`src/rtl/sqrt_pkg.sv`:
```
// -----------------------------------------------------------------------------
// sqrt_pkg
// Shared definitions for the iterative square-root unit: FSM state encoding
// and the helpers that derive internal widths from the operand width.
// No ports.
// -----------------------------------------------------------------------------
package sqrt_pkg;

   typedef enum logic [1:0] {
      S_IDLE = 2'd0,
      S_CALC = 2'd1,
      S_DONE = 2'd2
   } sqrt_state_e;

   // Root width: one bit per pair of radicand bits.
   function automatic int unsigned root_w(input int unsigned w);
      return w / 2;
   endfunction

   // Remainder width: final r < 2q+1 needs one bit more than the root.
   function automatic int unsigned rem_w(input int unsigned w);
      return w / 2 + 1;
   endfunction

   // Trial subtraction width: {r, 2 radicand bits} plus a sign bit.
   function automatic int unsigned trial_w(input int unsigned w);
      return w / 2 + 4;
   endfunction

   // Iteration counter width, counting W/2-1 down to 0.
   function automatic int unsigned cnt_w(input int unsigned w);
      return ($clog2(w / 2) < 1) ? 1 : $clog2(w / 2);
   endfunction

endpackage : sqrt_pkg

```
`src/rtl/sqrt_ctrl.sv`:
```
// -----------------------------------------------------------------------------
// sqrt_ctrl
// Sequencer for sqrt_iter: IDLE/CALC/DONE FSM with the iteration down-counter.
// Ports:
//   clk, rst   clock, asynchronous active-low reset
//   init       start request, honoured only in IDLE
//   ld         load radicand / clear partials (accept edge)
//   sh         perform one subtract/shift step (CALC)
//   ldres      capture root/remainder into output registers (DONE)
//   busy       registered, high from accept until done deasserts
//   done       registered one-cycle completion pulse
// -----------------------------------------------------------------------------
module sqrt_ctrl
   import sqrt_pkg::*;
#(
   parameter int unsigned WIDTH = 16
) (
   input  logic clk,
   input  logic rst,
   input  logic init,
   output logic ld,
   output logic sh,
   output logic ldres,
   output logic busy,
   output logic done
);

   localparam int unsigned CW = cnt_w(WIDTH);
   localparam logic [CW-1:0] CNT_INIT = CW'(WIDTH / 2 - 1);

   sqrt_state_e     state_q, state_d;
   logic [CW-1:0]   cnt_q, cnt_d;
   logic            busy_q, busy_d;
   logic            done_q, done_d;
   logic            z;

   assign z = (cnt_q == '0);

   always_comb begin
      state_d = state_q;
      cnt_d   = cnt_q;
      busy_d  = busy_q;
      done_d  = 1'b0;
      case (state_q)
         S_IDLE: begin
            // busy stays up through the done cycle, which is spent in IDLE;
            // a back-to-back accept keeps it high without a gap.
            if (init) begin
               state_d = S_CALC;
               cnt_d   = CNT_INIT;
               busy_d  = 1'b1;
            end else begin
               busy_d  = 1'b0;
            end
         end
         S_CALC: begin
            cnt_d = z ? '0 : cnt_q - 1'b1;
            if (z) begin
               state_d = S_DONE;
            end
         end
         S_DONE: begin
            state_d = S_IDLE;
            done_d  = 1'b1;
         end
         default: begin
            state_d = S_IDLE;
         end
      endcase
   end

   always_ff @(posedge clk or negedge rst) begin
      if (!rst) begin
         state_q <= S_IDLE;
         cnt_q   <= '0;
         busy_q  <= 1'b0;
         done_q  <= 1'b0;
      end else begin
         state_q <= state_d;
         cnt_q   <= cnt_d;
         busy_q  <= busy_d;
         done_q  <= done_d;
      end
   end

   assign ld    = (state_q == S_IDLE) && init;
   assign sh    = (state_q == S_CALC);
   assign ldres = (state_q == S_DONE);
   assign busy  = busy_q;
   assign done  = done_q;

endmodule : sqrt_ctrl

```
`src/rtl/sqrt_iter.sv`:
```
// -----------------------------------------------------------------------------
// sqrt_iter
// Iterative integer square root: result = floor(sqrt(A)), one root bit per
// clock using digit-by-digit subtract/shift. Optional remainder output
// rem = A - result^2, enabled by defining SQRT_REM_EN.
// Parameters:
//   WIDTH      operand width, even and >= 4
// Ports:
//   clk, rst   clock, asynchronous active-low reset
//   init       start request (IDLE only); A sampled on the accept edge
//   A          WIDTH-bit unsigned radicand
//   result     WIDTH/2-bit root, registered, held until next completion
//   rem        WIDTH/2+1-bit remainder, registered (SQRT_REM_EN only)
//   busy       high from accept until done deasserts
//   done       one-cycle completion pulse, result/rem valid with it
// -----------------------------------------------------------------------------
module sqrt_iter
   import sqrt_pkg::*;
#(
   parameter int unsigned WIDTH = 16
) (
   input  logic                      clk,
   input  logic                      rst,
   input  logic                      init,
   input  logic [WIDTH-1:0]          A,
   output logic [root_w(WIDTH)-1:0]  result,
`ifdef SQRT_REM_EN
   output logic [rem_w(WIDTH)-1:0]   rem,
`endif
   output logic                      busy,
   output logic                      done
);

   localparam int unsigned QW = root_w(WIDTH);
   localparam int unsigned RW = rem_w(WIDTH);
   localparam int unsigned TW = trial_w(WIDTH);

   generate
      if ((WIDTH % 2) != 0 || WIDTH < 4) begin : g_bad_width
         $error("sqrt_iter: WIDTH must be even and >= 4");
      end
   endgenerate

   logic ld, sh, ldres;

   sqrt_ctrl #(.WIDTH(WIDTH)) u_ctrl (
      .clk   (clk),
      .rst   (rst),
      .init  (init),
      .ld    (ld),
      .sh    (sh),
      .ldres (ldres),
      .busy  (busy),
      .done  (done)
   );

   logic [WIDTH-1:0] a_sh_q, a_sh_d;
   logic [RW-1:0]    r_q, r_d;
   logic [QW-1:0]    q_q, q_d;
   logic [QW-1:0]    result_q, result_d;
   logic [RW+1:0]    r_ext;
   logic [TW-1:0]    trial;
`ifdef SQRT_REM_EN
   logic [RW-1:0]    rem_q, rem_d;
`endif

   always_comb begin
      // r is kept non-negative between steps, so the sign of the trial
      // lives only in the extra top bit of this subtraction.
      r_ext    = {r_q, a_sh_q[WIDTH-1 -: 2]};
      trial    = {1'b0, r_ext} - {2'b00, q_q, 2'b01};
      a_sh_d   = a_sh_q;
      r_d      = r_q;
      q_d      = q_q;
      result_d = ldres ? q_q : result_q;
`ifdef SQRT_REM_EN
      rem_d    = ldres ? r_q : rem_q;
`endif
      if (ld) begin
         a_sh_d = A;
         r_d    = '0;
         q_d    = '0;
      end else if (sh) begin
         a_sh_d = {a_sh_q[WIDTH-3:0], 2'b00};
         if (!trial[TW-1]) begin
            r_d = RW'(trial);
            q_d = {q_q[QW-2:0], 1'b1};
         end else begin
            r_d = RW'(r_ext);
            q_d = {q_q[QW-2:0], 1'b0};
         end
      end
   end

   always_ff @(posedge clk or negedge rst) begin
      if (!rst) begin
         a_sh_q   <= '0;
         r_q      <= '0;
         q_q      <= '0;
         result_q <= '0;
`ifdef SQRT_REM_EN
         rem_q    <= '0;
`endif
      end else begin
         a_sh_q   <= a_sh_d;
         r_q      <= r_d;
         q_q      <= q_d;
         result_q <= result_d;
`ifdef SQRT_REM_EN
         rem_q    <= rem_d;
`endif
      end
   end

   assign result = result_q;
`ifdef SQRT_REM_EN
   assign rem    = rem_q;
`endif

endmodule : sqrt_iter
```
`config.mk`:
```
export PLATFORM = sky130hd
export DESIGN_NAME = sqrt_iter
export DESIGN_NICKNAME = d
export VERILOG_FILES = /design/src/rtl/sqrt_pkg.sv /design/src/rtl/sqrt_ctrl.sv /design/src/rtl/sqrt_iter.sv
export SDC_FILE = /design/constraint.sdc
export NUM_CORES = 1
export LEC_CHECK = 0
export ABC_AREA = 1
export BUFFER_PORTS_ARGS = -buffer_cell sky130_fd_sc_hd__buf_2
export CELL_PAD_IN_SITES_DETAIL_PLACEMENT = 2
export CELL_PAD_IN_SITES_GLOBAL_PLACEMENT = 2
export CORE_ASPECT_RATIO = 1.75
export CORE_UTILIZATION = 35
export DETAILED_ROUTE_END_ITERATION = 10
export PLACE_DENSITY_LB_ADDON = 0.1
export SKIP_CTS_REPAIR_TIMING = 1
export SYNTH_ARGS = -nofsm -noshare
export SYNTH_HDL_FRONTEND = slang
export SYNTH_SLANG_ARGS = --single-unit
```
`constraint.sdc`:
```
create_clock -name clk -period 2.05 [get_ports clk]
set_input_delay 0.41 -clock clk [delete_from_list [all_inputs] [get_ports clk]]
set_output_delay 0.41 -clock clk [all_outputs]
set_load 0.01 [all_outputs]
```
Word level (Yosys, flattened, before mapping)
Index checks and enable logic that the tools add are counted.
{ "classes": {"reduce_logical": 7, "n_addsub": 2, "eq_ne": 4, "mux": 16} }
{ "ops": {"columns": ["operator", "n"], "rows": [
  ["two-way mux 16 bit", 2],
  ["two-way mux 9 bit", 3],
  ["two-way mux 8 bit", 2],
  ["subtractor 11 x 10 -> 12 bit", 1],
  ["two-way mux 3 bit", 2],
  ["one-hot mux 3 bit (2 select lines)", 1],
  ["two-way mux 2 bit", 2],
  ["one-hot mux 2 bit (2 select lines)", 1],
  ["AND reduction 2 bit", 2],
  ["nonzero test 2 bit", 2],
  ["zero test 3 bit", 1],
  ["two-way mux 1 bit", 3],
  ["subtractor 3 x 1 -> 3 bit (second input constant)", 1],
  ["== test 2 x 1 -> 1 bit (second input constant)", 1],
  ["== test 2 bit (second input constant)", 1],
  ["zero test 2 bit", 1],
  ["!= test 2 x 1 -> 1 bit (second input constant)", 1],
  ["!= test 2 bit (second input constant)", 1],
  ["logical AND 1 bit", 1]
]} }
{ "word_totals": {"inputBits": 19, "wordCells": 37, "ff_bits": 48, "out_inout_bits": 10} }

Longest topological paths before layout
{ "logic_depth": {"depth_word": 4, "depth_mapped": 12, "ltp_nobuf": 12} }

Cells and area by module
From an unflattened synthesis, not the netlist that was laid out.
{ "unflattened": {"cells_unflattened": 324, "area_unflattened_um2": 2606.2} }
{ "modules_own_cells": {"columns": ["mod", "n_inst", "seq_area_each_um2", "cells_each", "area_each_um2"], "rows": [
  ["sqrt_iter", 1, 1026.0, 285, 2263.4],
  ["sqrt_ctrl", 1, 175.2, 39, 342.8]
]} }

Worst setup path before layout
No wires, ideal clock.
{ "synth_path": {"kind": "register to register", "start": "register r_q[4]", "end": "register r_q[5]", "setup_time_ps": 117, "synth_period_minus_slack_ps": 1512, "arrival_ps": 1394, "path_buffers": 0, "slack_ps": 538, "stages_incl_launch_ff": 11, "t_required_ps": 1933, "cell_sequence": "dfrtp_1 ha_1 nand2_1 inv_2 nand2_2 nor2_4 nand2_4 nand3_4 nand3_2 nand3_1 nand2_1"} }
{ "synth_via": {"elab_chain_len": 4} }
{ "synth_lines": {"columns": ["element", "line", "text"], "rows": [
  ["from (decl)", "sqrt_iter.sv:58", "logic [RW-1:0] r_q, r_d;"],
  ["from (signal assigned)", "sqrt_iter.sv:106", "r_q <= r_d;"],
  ["subtractor 11 x 10 -> 12 bit", "sqrt_iter.sv:71", "trial = {1'b0, r_ext} - {2'b00, q_q, 2'b01};"],
  ["two-way mux 9 bit", "sqrt_iter.sv:85", "if (!trial[TW-1]) begin"],
  ["two-way mux 9 bit", "sqrt_iter.sv:83", "end else if (sh) begin"],
  ["two-way mux 9 bit", "sqrt_iter.sv:79", "if (ld) begin"]
]} }
Every way passes these cells. The select of a mux whose other input is x is not followed.
A chain may end at the register's enable or synchronous reset.

Worst setup path after layout
{ "layout_path": {"start": "register r_q[3]", "end": "register r_q[7]"} }
Same word-level chain as after synthesis.

==> Flow_metrics.wiki <==
{| class="wikitable"
! Metric !! Value
|-
| Largest area contributor in the netlist || dfrtp_1
|-
| Number of nets still failing antenna checks after routing || 0
|-
| Static leakage || between 0.0015 and 0.002 uW
|-
| Post-route design area || slightly below 0.003 sq mm
|-
| Horizontal extent of the die || ~67 um
|-
| Root buffer selected by CTS || clkbuf_16
|-
| Placed cell area || approximately 0.0028 sq mm
|-
| Final Cycle Share || 88.7%
|-
| Number of global-route vias before repair || between 2000 and 2500
|-
| Layout cell share with drive strength beyond 1 || between 10% and 20%
|-
| Fmax || roughly 550 MHz
|-
| Worst slew margin relative to its limit || roughly 65%
|-
| Reg-to-reg slack, setup || roughly 0.23 ns
|-
| Number of nets produced by synthesis || ~330
|-
| Layout area overhead || 16.1%
|-
| CTS clock-pin slew for the worst setup and hold paths || 0.07 ns
|-
| Setup slack after placement || between 0.15 and 0.2 ns
|-
| Setup WS post-layout || around 0.23 ns
|-
| Filler instances || between 700 and 800
|-
| Standard-cell rows || 40
|-
| Element type at the critical path start || flip-flop
|-
| Post-detailed-route via-to-cell ratio || about 5
|-
| Post-synth cell types || 30
|-
| Pin slew with the least headroom to its limit || roughly 0.52 ns
|-
| Result of the run || finished, final reports clean
|-
| Last weighted congestion value of the routability-driven placer || between 0.8 and 0.9
|-
| Data arrival time of the critical path || about 2.0 ns
|-
| Power per cell area || 2060 mW/mm^2
|-
| Via count of the routed design || between 2000 and 2500
|-
| Die Outline Area || between 0.007 and 0.008 sq mm
|-
| Sum Neg Setup Slack || 0 ns
|-
| Max-cap viol count || 0
|-
| Setup repair after global routing missed its margin || false
|-
| Worst setup path startpoint || r_q[3]
|-
| Remaining design rule violation count || 0
|-
| Core region area || a little under 0.007 sq mm
|-
| Flop and latch count out of synthesis || 48
|-
| Total number of H-tree levels || 2
|-
| Worst Setup Path Type || flip-flop to flip-flop
|-
| Initial antenna violation count || 0
|-
| Area occupied by multi-input gates || between 0.001 and 0.0015 sq mm
|-
| Yosys top cell area share || a little under half
|-
| Half-perimeter wire length after placement || about 5500 um
|-
| Largest net degree at the start of global routing || 30
|-
| Worst hold-check slack || roughly 0.084 ns
|-
| Path category of the worst min-delay check || input port to asynchronous set/reset pin
|-
| Total clock buffers created by CTS || 5
|-
| Max-slew violation count || 0
|-
| Initial drt markers || 55
|-
| Number of setup violations in the final report || 0
|-
| Fin Clk Skew || 0.00567 ns
|-
| Maximum fanout along the worst path || 10
|-
| Starting Density || between 30% and 40%
|-
| Cell depth of the worst flop-to-flop path || 10
|-
| Count of inserted antenna diode cells || 0
|-
| CTS tree || done
|-
| Clock sink total || 48
|-
| Nets@finish || 362
|-
| Post-synthesis cell count || 301
|-
| Reg area || 0.00120 sq mm
|-
| Overall routed net length || 7260 um
|-
| Portion of the post-synthesis area used by sequential elements || 47.1%
|-
| Global route total overflow || 0
|-
| Top-level port count || 29
|-
| Worst VDD drop || ~990 uV
|-
| Post-synthesis area per instance || between 8 and 9 sq um
|-
| Required arrival time at the worst endpoint || 2.24 ns
|-
| Length of the first detailed-routing pass in iterations || 4
|-
| Crit Reg-Reg Startpoint || r_q[3]
|-
| Longest Clk Path Bufs || 2
|-
| Per-cell routed wire length || 17.4 um
|-
| Crit. End Element || flip-flop
|-
| Number of warnings reported in the yosys synthesis log || 0
|-
| Later-pin clock latency in the skew report || roughly 0.3 ns
|-
| Worst reg2reg endpoint || r_q[7]
|-
| Synth area leaders || dfrtp_1 47%, nand2_1 12%, inv_1 8.1%
|-
| Die boundary height || between 100 and 150 um
|-
| Final hold vios || 0
|-
| Wire length of the first global-routing pass || between 10000 and 15000 um
|-
| Total GRT Usage || 22.1%
|-
| PortBufs || 28
|-
| Minimum clock period || 1.82 ns
|-
| Mapped Area || 0.00255 sq mm
|}
[layer usage]
layer,GRT usage [%],share of wire (%),vias up
li1,-,-,1031
met1,21.6,37,1080
met2,44.0,59,25
met3,3.27,1.7,11
met4,8.94,2.5,0
met5,0,0,-
[state kept, by name, summed over array words and instances, names as in the netlist]
signal / flops
r_q: 9
u_ctrl.done: 1
a_sh_q: 16
u_ctrl.state_q: 2
u_ctrl.busy: 1
result: 8
q_q: 8
u_ctrl.cnt_q: 3
[synth_stat cells]
master    count
nand4_1       9
nor2_2        1
nand3_2       4
nand3_1      14
xnor2_1       1
o21ai_1       4
ha_1         11
buf_4         2
inv_2         4
a22oi_1       1
o211ai_1      1
nand3_4       1
xor2_1        2
nand2_1      81
o22ai_1       7
a21oi_4       1
o221ai_1     12
nand2_4       2
nor2_1        9
buf_2         5
o21ai_0      11
buf_6         1
nand2_2       3
nand3b_1      1
nor2_4        4
or2_2         1
o311ai_0      1
dfrtp_1      48
a21oi_1       4
inv_1        55
[where the power goes]
group / total, uW / internal (uW) / switching [uW]
combinational: 3500 / 1200 / 2290
sequential: 1630 / 1400 / 231
clock: 963 / 580 / 382
total: 6090 / 3180 / 2910
[kinds of logic (layout without fill, tap and decap cells)]
family / count (synthesis) / in the layout / share of synthesized area (%)
and+or+nand+nor: 130 / 130 / 24.6
DFF: 48 / 48 / 47.1
adders and majority gates: 11 / 11 / 5.40
AOI/OAI and AO/OA: 42 / 42 / 11.1
buffers and inverters: 67 / 99 / 10.7
xor gates and xnor gates: 3 / 3 / 1.03
[stage by stage]
| step | instances | total power (uW) | util (%) |
|---|---|---|---|
| floorplan | 301 | 4180 | - |
| global placement | 409 | 5020 | 40.1 |
| detailed placement | 409 | 5180 | 40.1 |
| CTS | 417 | 6200 | 42.5 |
| global route | 417 | 6660 | 42.6 |
| finish | 417 | 6090 | 42.6 |
[cells in the final DEF (no fill, tap or decap), drive strengths merged]
cell type  instances
clkinvlp           1
o311ai             1
nor2              14
nand2             86
nand3             19
clkbuf             5
o22ai              7
o21ai             15
nand3b             1
or2                1
inv               60
dfrtp             48
o211ai             1
xor2               2
nand4              9
bufinv             1
a22oi              1
a21oi              5
ha                11
o221ai            12
buf               32
xnor2              1
[layout make-up]
class | count | area share, %
multi-input cells | 186 | 36.4
well taps | 84 | 3.55
repair buffers | 32 | 6.17
flip-flops and latches | 48 | 40.6
inverters | 59 | 7.48
clock inverters | 3 | 1.56
clock buffers | 5 | 4.23
[critical path, stage by stage, from the launching register on]
cell     delay, ns
dfrtp_1       0.44
ha_1          0.41
nand2_1       0.09
inv_2         0.08
nand2_2       0.08
nor2_4        0.12
nand2_4       0.10
nand3_4       0.16
nand3_2       0.08
nand3_1       0.10
nand2_1       0.05
[how the worst max path moves through the flow]
stage	to	slack, ns	cells after the start
after floorplan	r_q[5]	0.54	10
after global placement	r_q[7]	0.26	10
after detailed placement	r_q[7]	0.18	9
after CTS	r_q[7]	0.16	9
after global routing	r_q[7]	0.06	9
final	r_q[7]	0.23	10
Power figures use the tool's default switching activity.
